## config.mk

```make
export PLATFORM = sky130hd
export DESIGN_NAME = innings_scorer
export DESIGN_NICKNAME = d
export VERILOG_FILES = /design/src/rtl/innings_scorer.sv
export SDC_FILE = /design/constraint.sdc
export NUM_CORES = 1
export LEC_CHECK = 0
export ABC_AREA = 0
export ABC_CLOCK_PERIOD_IN_PS = 2000
export CORE_UTILIZATION = 46
export DETAILED_ROUTE_END_ITERATION = 10
export PLACE_DENSITY = 0.82
export SETUP_SLACK_MARGIN = 0.2
export SLEW_MARGIN = 10
export SYNTH_ARGS = -nofsm -noshare
export SYNTH_HDL_FRONTEND = slang
export SYNTH_SLANG_ARGS = --single-unit
```

## constraint.sdc

```tcl
create_clock -name clk_fpga -period 2 [get_ports clk_fpga]
set_clock_uncertainty 0.1 [all_clocks]
set_input_delay 0.2 -clock clk_fpga [delete_from_list [all_inputs] [get_ports clk_fpga]]
set_output_delay 0.2 -clock clk_fpga [all_outputs]
set_load 0.05 [all_outputs]
```

## src/rtl/innings_scorer.sv

```systemverilog
// rtl/innings_scorer.sv - per-delivery run/wicket/ball accumulator with batting-team state machine
module innings_scorer #(
  parameter int MAX_BALLS   = 20,
  parameter int MAX_WICKETS = 5
) (
  input  logic        clk_fpga,
  input  logic        reset,
  input  logic        ball_valid,
  input  logic [3:0]  ball_code,
  input  logic        inningOver,
  input  logic        gameOver,
  output logic [11:0] team1Data,
  output logic [11:0] team2Data,
  output logic [7:0]  team1Balls,
  output logic [7:0]  team2Balls,
  output logic [7:0]  balls,
  output logic        batting_team,
  output logic        ball_drop
);

  typedef enum logic [1:0] {
    S_TEAM1 = 2'd0,
    S_BREAK = 2'd1,
    S_TEAM2 = 2'd2,
    S_DONE  = 2'd3
  } state_e;

  localparam logic [7:0] MAX_B = 8'(MAX_BALLS);
  localparam logic [3:0] MAX_W = 4'(MAX_WICKETS);

  state_e     state_q, state_d;
  logic [7:0] runs1_q, runs1_d;
  logic [3:0] wkts1_q, wkts1_d;
  logic [7:0] balls1_q, balls1_d;
  logic [7:0] runs2_q, runs2_d;
  logic [3:0] wkts2_q, wkts2_d;
  logic [7:0] balls2_q, balls2_d;
  logic [7:0] balls_q, balls_d;
  logic       bat_q, bat_d;
  logic       drop_q, drop_d;

  logic       code_illegal;
  logic       code_legal_ball;
  logic       code_wicket;
  logic [7:0] run_inc;
  logic       team1_locked;
  logic       team2_locked;
  logic       batting_locked;
  logic       scoring;
  logic       accept;

  // Runs never wrap; a large total pins at 255.
  function automatic logic [7:0] sat_add(input logic [7:0] a, input logic [7:0] b);
    logic [8:0] s;
    s = {1'b0, a} + {1'b0, b};
    return s[8] ? 8'hFF : s[7:0];
  endfunction

  // Decode the delivery code into run increment and ball/wicket flags.
  always_comb begin
    code_illegal    = (ball_code >= 4'd10);
    code_legal_ball = (ball_code <= 4'd7);
    code_wicket     = (ball_code == 4'd7);
    run_inc         = 8'd0;
    if (ball_code <= 4'd6) begin
      run_inc = {4'd0, ball_code};
    end else if (ball_code == 4'd8 || ball_code == 4'd9) begin
      run_inc = 8'd1;
    end
  end

  // Innings lock and accept/drop decision for the current strobe.
  always_comb begin
    team1_locked   = (wkts1_q >= MAX_W) || (balls1_q >= MAX_B);
    team2_locked   = (wkts2_q >= MAX_W) || (balls2_q >= MAX_B);
    scoring        = (state_q == S_TEAM1) || (state_q == S_TEAM2);
    batting_locked = 1'b1;
    if (state_q == S_TEAM1) begin
      batting_locked = team1_locked;
    end else if (state_q == S_TEAM2) begin
      batting_locked = team2_locked;
    end
    accept = ball_valid && scoring && !code_illegal && !batting_locked;
    drop_d = ball_valid && !accept;
  end

  // Apply an accepted delivery to whichever team is batting.
  always_comb begin
    runs1_d  = runs1_q;
    wkts1_d  = wkts1_q;
    balls1_d = balls1_q;
    runs2_d  = runs2_q;
    wkts2_d  = wkts2_q;
    balls2_d = balls2_q;
    if (accept && state_q == S_TEAM1) begin
      runs1_d = sat_add(runs1_q, run_inc);
      if (code_legal_ball) balls1_d = balls1_q + 8'd1;
      if (code_wicket)     wkts1_d  = wkts1_q + 4'd1;
    end else if (accept && state_q == S_TEAM2) begin
      runs2_d = sat_add(runs2_q, run_inc);
      if (code_legal_ball) balls2_d = balls2_q + 8'd1;
      if (code_wicket)     wkts2_d  = wkts2_q + 4'd1;
    end
  end

  // Innings sequencing; gameOver always wins over inningOver.
  always_comb begin
    state_d = state_q;
    bat_d   = bat_q;
    case (state_q)
      S_TEAM1: begin
        if (gameOver) begin
          state_d = S_DONE;
        end else if (inningOver) begin
          state_d = S_BREAK;
        end
      end
      S_BREAK: begin
        bat_d   = 1'b1;
        state_d = gameOver ? S_DONE : S_TEAM2;
      end
      S_TEAM2: begin
        if (gameOver) state_d = S_DONE;
      end
      S_DONE: begin
        state_d = S_DONE;
      end
      default: begin
        state_d = S_TEAM1;
      end
    endcase
  end

  // Current-batting ball count follows the state being entered, so it stays aligned with the totals.
  always_comb begin
    balls_d = 8'd0;
    if (state_d == S_TEAM1) begin
      balls_d = balls1_d;
    end else if (state_d == S_TEAM2) begin
      balls_d = balls2_d;
    end
  end

  // State and counter registers; reset clears everything without waiting for a clock.
  always_ff @(posedge clk_fpga or posedge reset) begin
    if (reset) begin
      state_q  <= S_TEAM1;
      runs1_q  <= 8'd0;
      wkts1_q  <= 4'd0;
      balls1_q <= 8'd0;
      runs2_q  <= 8'd0;
      wkts2_q  <= 4'd0;
      balls2_q <= 8'd0;
      balls_q  <= 8'd0;
      bat_q    <= 1'b0;
      drop_q   <= 1'b0;
    end else begin
      state_q  <= state_d;
      runs1_q  <= runs1_d;
      wkts1_q  <= wkts1_d;
      balls1_q <= balls1_d;
      runs2_q  <= runs2_d;
      wkts2_q  <= wkts2_d;
      balls2_q <= balls2_d;
      balls_q  <= balls_d;
      bat_q    <= bat_d;
      drop_q   <= drop_d;
    end
  end

  assign team1Data    = {runs1_q, wkts1_q};
  assign team2Data    = {runs2_q, wkts2_q};
  assign team1Balls   = balls1_q;
  assign team2Balls   = balls2_q;
  assign balls        = balls_q;
  assign batting_team = bat_q;
  assign ball_drop    = drop_q;

endmodule

```

==> results of run 1 <==
-- synthesized netlist by cell type (all sizes together) (2+ instances only) --
cell     instances
a41oi            2
nand3           10
nand4b           3
mux2            10
ha              18
or3              2
o22a             4
dfrtp           52
o21bai           4
o21ai            7
o2111ai          2
clkbuf          10
and3             3
xnor2           12
o211ai           2
nor3             3
nand2           18
nand2b           3
a22o             8
a21oi            6
and2             5
nor2            12
inv             18
a31oi            8
nand3b           2
nor2b            5
xor2             4
nand4            2
nor4             6
o21a             3
-- worst register-to-register path: cells and delay by family, from the launching register on --
family	cells	cell delay, ns
AND/OR/NAND/NOR	3	0.72
flip-flops	1	0.43
buffers and inverters	2	0.30
multiplexers	1	0.30
AO/OA/AOI/OAI	1	0.18
-- per-stage QoR --
stage | util [%] | worst slack [ns] | std cells | TNS, ns
after floorplan | - | -0.187 | 256 | -0.729
after global routing | 83.5 | -0.197 | 459 | -2.87
after global placement | 70.1 | -0.516 | 431 | -12.19
final | 83.5 | -0.136 | 459 | -1.19
after detailed placement | 70.1 | -0.604 | 431 | -13.70
after CTS | 80.4 | -0.111 | 455 | -0.240
-- state kept, by name, indices dropped and copies added (netlist names) --
register      count
ball_drop         1
runs1_q           8
team2Balls        8
balls             8
team1Balls        8
batting_team      1
state_q           2
wkts2_q           4
runs2_q           8
wkts1_q           4
-- how the worst max path moves through the flow --
stage / from / endpoint / slack (ns) / cells after the start
final: wkts1_q[3] / wkts1_q[1] / -0.14 / 7
after floorplan: wkts2_q[1] / balls[1] / -0.19 / 7
after detailed placement: ball_code[2] / runs2_q[7] / -0.60 / 9
after CTS: team2Balls[5] / balls[1] / -0.11 / 5
after global placement: ball_code[3] / runs2_q[7] / -0.52 / 8
after global routing: wkts1_q[3] / runs1_q[4] / -0.20 / 9
-- cells by family after synthesis --
| logic type | Yosys count | share of synthesized area (%) |
|---|---|---|
| simple gates | 78 | 16.0 |
| flops | 52 | 48.1 |
| compound gates | 51 | 13.8 |
| buf+inv | 29 | 4.07 |
| fa+ha+maj | 18 | 8.33 |
| xor+xnor | 16 | 5.19 |
| mux | 10 | 4.31 |
| other cells | 1 | 0.139 |
-- per-layer routing --
| layer | global-route usage, % | up-vias |
|---|---|---|
| li1 | - | 1158 |
| met1 | 32.6 | 1294 |
| met2 | 50.9 | 101 |
| met3 | 5.47 | 20 |
| met5 | 0 | - |
| met4 | 8.89 | 0 |
-- power breakdown --
group / leakage [nW] / switching [mW] / internal, mW / total [mW]
clock network: 0.0516 / 0.368 / 0.284 / 0.652
registers: 0.675 / 0.0285 / 1.07 / 1.10
logic: 1.53 / 0.261 / 0.182 / 0.443
-- layout make-up --
type                            count  area (um^2)  area share [%]
Timing Repair Buffer              134         1200            25.9
Clock inverter                      2         13.8           0.296
Clock buffer                        6         82.6            1.77
Multi-Input combinational cell    175         1870            40.2
Sequential cell                    52         1320            28.4
Tap cell                           72         90.1            1.94
Inverter                           18         70.1            1.51
-- repair_timing --
item | in CTS | in global routing
gates resized for setup | 128 | 23
gates cloned | 1 | 0
endpoints found under the setup margin | 77 | 42
pin swaps | 37 | 14
buffers inserted | 15 | 4
-- cell usage in the layout, fill, tap and decap left out, drive strengths merged, types with 4 or more instances in the layout --
cell type,n
ha,18
xnor2,12
nor4,6
nor2b,5
a21oi,6
mux2,10
nor2,12
dlygate4sd2,39
dfrtp,52
a31oi,8
nand3,10
o21ai,7
a22o,8
inv,19
o22a,4
and2,5
nand2,18
xor2,4
clkbuf,6
clkdlybuf4s50,13
o21bai,4
buf,78
==> results.cfg, run 1 <==
[clocking]
clk_path_buf_depth = 2
cts-root-buf = clkbuf_8
h_tree_levels = 2
cts_hold_buf = 0
clock_insertion_delay_worst_skew_ns = 0.31
clock_slew_seen_by_the_registers_of_the_worst_setup_and_hold_paths_ns = 0.10
clock_sink_count = 52
cts-buffers-inserted = 5
tritoncts = done

[route]
post_drt_wl_per_cell_um = 18.6
final_antenna_net_count = 0
vias_per_inst = 5.61
finalWirelength_um = 8550
route.top_layer_used = met4
drt_iter0_markers = 177
router_iterations_before_antenna_repair = 4
drc_errors = 0
detail_route.wirelength.met1_um = 3410
dr_wl_met2_um = 4420
met3_wire_len_um = 419
total_via_count_in_the_routed_design = 2573

[critical_path]
critical_path_buf_inv_count = 2
crit-reg2reg-capture = wkts1_q[1]
r2r_setup_slack_ns = -0.14
timing.critical_path.slowest_stage_cell = dfrtp_2
setup.worst_path.start_class = register
worstPathRequired_ns = 2.10
arrival_time_at_the_worst_endpoint_ns = 2.24
end_kind = register
critical_path_class = reg2reg
worstPathCellList = nor4_2, o211ai_1, buf_4, buf_6, nor2_4, and2_4, mux2_4
worstRegToRegCells = 7
critical_path.reg2reg.startpoint = wkts1_q[3]
critPathTopFamily = simple AND/OR/NAND/NOR gates
slowest_delay_ns = 0.43
highest_net_fanout_along_the_worst_path = 5

[global_routing]
wire_length_of_the_first_global_routing_pass_um = 13100
vias_in_the_first_global_route = 2665
grt_antenna_before_repair = 0
largest_net_degree_at_the_start_of_global_routing = 35
global_route.overflow_total = 0
grtUsageTotal_pct = 27.9

[sta]
max_freq_mhz = 468
final_hold_viol_count = 0
timing_worst_slew_pin_value_ns = 0.563
final.min_clock_period_ns = 2.14
postLayoutSetupSlackWorst_ns = -0.136
finalSetupViolations = 18
max_slew_margin_pct = 62.3
rsz0062_at_grt = yes
drv_slew = 0
layout_worst_path_cycle_share_pct = 107
hold_slack_ns = 0.0917

[die]
placementRows = 27
floorplan.io_pins = 59
die_width_um = 78.7
floorplan_die_height_um = 78.7
coreArea_mm2 = 0.00557
initial_standard_cell_utilization_of_the_core_pct = 48.5
total_die_area_mm2 = 0.00619

[place]
place.port_buffers = 58
dp.final_hpwl_um = 4880
gp_congestion = 0.855
placed_area_mm2 = 0.00391

[yosys]
synth_top_area_share_pct = 48.1
async_reset_ff_share_pct = 100
post-synth-top-area-cell = dfrtp_1
synthDistinctLibCells = 45
synth.cell_area_mm2 = 0.00270
synthTopCellsByArea = dfrtp_1 48%, ha_1 8.3%, xnor2_1 3.9%
synth_ff_type = dfrtp_1
synth-edff-count = 0
syn-mean-instance-area_um2 = 10.6
yosys_reg_bits = 52
syn_inst = 255
ys_seq_area_share_pct = 48.1
synth.yosys.warnings = 0

[cells_and_area]
final_nets = 413
diodes = 0
area_growth_syn_to_layout_pct = 72.2
number_of_fill_cells = 307
drive_gt1_share_pct = 47.8
postLayoutCellArea_mm2 = 0.00465

[min_path]
hold_path_class = in2async

[outcome]
result_of_the_run = finished, violations left
failing_checks = negative setup slack

[power_and_ir_drop]
powerDensity_mw_per_mm2 = 472
power.ir.vdd_worst_mv = 0.345
power_mw = 2.20
power_leakage_nw = 2.25

[run]
cap_violations = 0
(Power assumes the default switching activity.)
==> run 2, diff against run 1 <==
--- a/config.mk
+++ b/config.mk
@@ -9,7 +9,7 @@
 export ABC_CLOCK_PERIOD_IN_PS = 2000
 export CORE_UTILIZATION = 46
 export DETAILED_ROUTE_END_ITERATION = 10
-export PLACE_DENSITY = 0.82
+export PLACE_DENSITY = 0.89
 export SETUP_SLACK_MARGIN = 0.2
 export SLEW_MARGIN = 10
 export SYNTH_ARGS = -nofsm -noshare
==> run 2 against run 1 <==
Net effect: the flow still finishes with violations (negative setup slack); clock power rose by 3.7%; critical path type unchanged; register-to-register slack worse by 0.10 ns; highest routed layer unchanged; fmax down 4.7%; total power up 1.8%; via count is 5.2% higher.
==> results.cfg, run 2 (synthesis results as in run 1) <==
[clocking]
cts-buffers-inserted = 5
clk_path_buf_depth = 2
h_tree_levels = 2
tritoncts = done
clock_sink_count = 52
clock_insertion_delay_worst_skew_ns = 0.32
cts-root-buf = clkbuf_8
cts_hold_buf = 0
clock_slew_seen_by_the_registers_of_the_worst_setup_and_hold_paths_ns = 0.11

[critical_path]
setup.worst_path.start_class = register
worstPathCellList = inv_2, ha_4, nor2b_4, o211ai_4, or4_4, mux2_4, a22o_1
worstPathRequired_ns = 2.12
arrival_time_at_the_worst_endpoint_ns = 2.36
critical_path_class = reg2reg
slowest_delay_ns = 0.46
end_kind = register
timing.critical_path.slowest_stage_cell = or4_4
highest_net_fanout_along_the_worst_path = 3

[sta]
layout_worst_path_cycle_share_pct = 112
max_freq_mhz = 446
finalSetupViolations = 29
timing_worst_slew_pin_value_ns = 0.560
max_slew_margin_pct = 62.6
drv_slew = 0
postLayoutSetupSlackWorst_ns = -0.241
rsz0062_at_grt = yes
final.min_clock_period_ns = 2.24
timing.setup.tns_ns = -3.13
final_hold_viol_count = 0

[run]
cap_violations = 0

[route]
vias_per_inst = 5.88
drc_errors = 0
router_iterations_before_antenna_repair = 4
finalWirelength_um = 11000
drt_iter0_markers = 176
total_via_count_in_the_routed_design = 2707
final_antenna_net_count = 0
post_drt_wl_per_cell_um = 23.8

[die]
floorplan_die_height_um = 78.7
total_die_area_mm2 = 0.00619
initial_standard_cell_utilization_of_the_core_pct = 48.5
placementRows = 27
die_width_um = 78.7
coreArea_mm2 = 0.00557
floorplan.io_pins = 59

[place]
dp_cells = 433
gp_congestion = 0.832
place.port_buffers = 58
dp.final_hpwl_um = 5290

[cells_and_area]
final_cell_mix = 58 x buf_4, 37 x dlygate4sd2_1, 35 x dfrtp_1, 18 x buf_6, 17 x dfrtp_2
final_util_pct = 84.3
diodes = 0
commonest_non_fill_non_tap_cell_in_the_layout = buf_4
final_nets = 414
drive_gt1_share_pct = 50.0
layoutNonFillerInstCount = 460
area_growth_syn_to_layout_pct = 73.9

[global_routing]
wire_length_of_the_first_global_routing_pass_um = 14400
global_route.overflow_total = 0
grtUsageTotal_pct = 31.7
largest_net_degree_at_the_start_of_global_routing = 23
vias_in_the_first_global_route = 2631
grt_antenna_before_repair = 0

[power_and_ir_drop]
power_leakage_nw = 2.34
power.ir.vdd_worst_mv = 0.336
powerDensity_mw_per_mm2 = 476

[outcome]
failing_checks = negative setup slack
result_of_the_run = finished, violations left

[min_path]
hold_path_class = in2async
[run 2: cell type report]
cell class,instances,area [um^2]
repair buffers,135,1220
inverters,18,70.1
clock buffers,5,68.8
well taps,72,90.1
multi-input cells,175,1900
fillers,277,875
clock inverters,3,27.5
flip-flops and latches,52,1320
[run 2: power by group]
part | internal, mW | switching [mW]
logic | 0.187 | 0.268
registers | 1.07 | 0.0306
clock network | 0.258 | 0.418
[run 2: path summary, 6_finish.rpt]
| kind | start | slack, ns | cells past startpoint | end |
|---|---|---|---|---|
| worst max-delay path | wkts2_q[0] | -0.24 | 7 | balls[1] |
| worst max register to register | wkts2_q[0] | -0.24 | 7 | balls[1] |
| min in group clk_fpga | batting_team | 0.38 | 1 | batting_team |
| worst min-delay path | reset | 0.11 | 2 | team2Balls[1] |
| worst min register to register | batting_team | 0.38 | 1 | batting_team |
| max in group asynchronous | reset | 1.07 | 3 | team1Balls[7] |
[run 2: what timing repair did]
action | 4_1_cts | 5_1_grt
setup buffers | 16 | 3
gates resized for setup | 127 | 36
pin swaps | 29 | 21
endpoints found under the setup margin | 77 | 47
[run 2: worst max-delay path, delay by kind of cell (launching register included)]
| kind | cells | cell delay, ns |
|---|---|---|
| DFF | 1 | 0.45 |
| muxes | 1 | 0.33 |
| AOI/OAI and AO/OA | 2 | 0.35 |
| buffers and inverters | 1 | 0.11 |
| adders and majority gates | 1 | 0.15 |
| and+or+nand+nor | 2 | 0.66 |
[run 2: metal layers]
metal	routed length (um)	track usage, %	up-vias
li1	-	-	1162
met1	4170	38.5	1351
met2	5420	53.8	144
met3	676	4.65	50
met4	679	17.4	0
met5	0	0	-
[run 2: stage by stage]
stage	area, um^2	hold WS (ns)	setup WS (ns)	power (mW)
6_report	4700	0.106	-0.241	2.24
5_1_grt	4700	0.162	-0.303	2.31
2_1_floorplan	2880	0.202	-0.187	1.36
4_1_cts	4500	0.124	-0.105	2.17
3_5_place_dp	3910	0.346	-0.596	1.49
3_3_place_gp	3910	0.340	-0.505	1.48
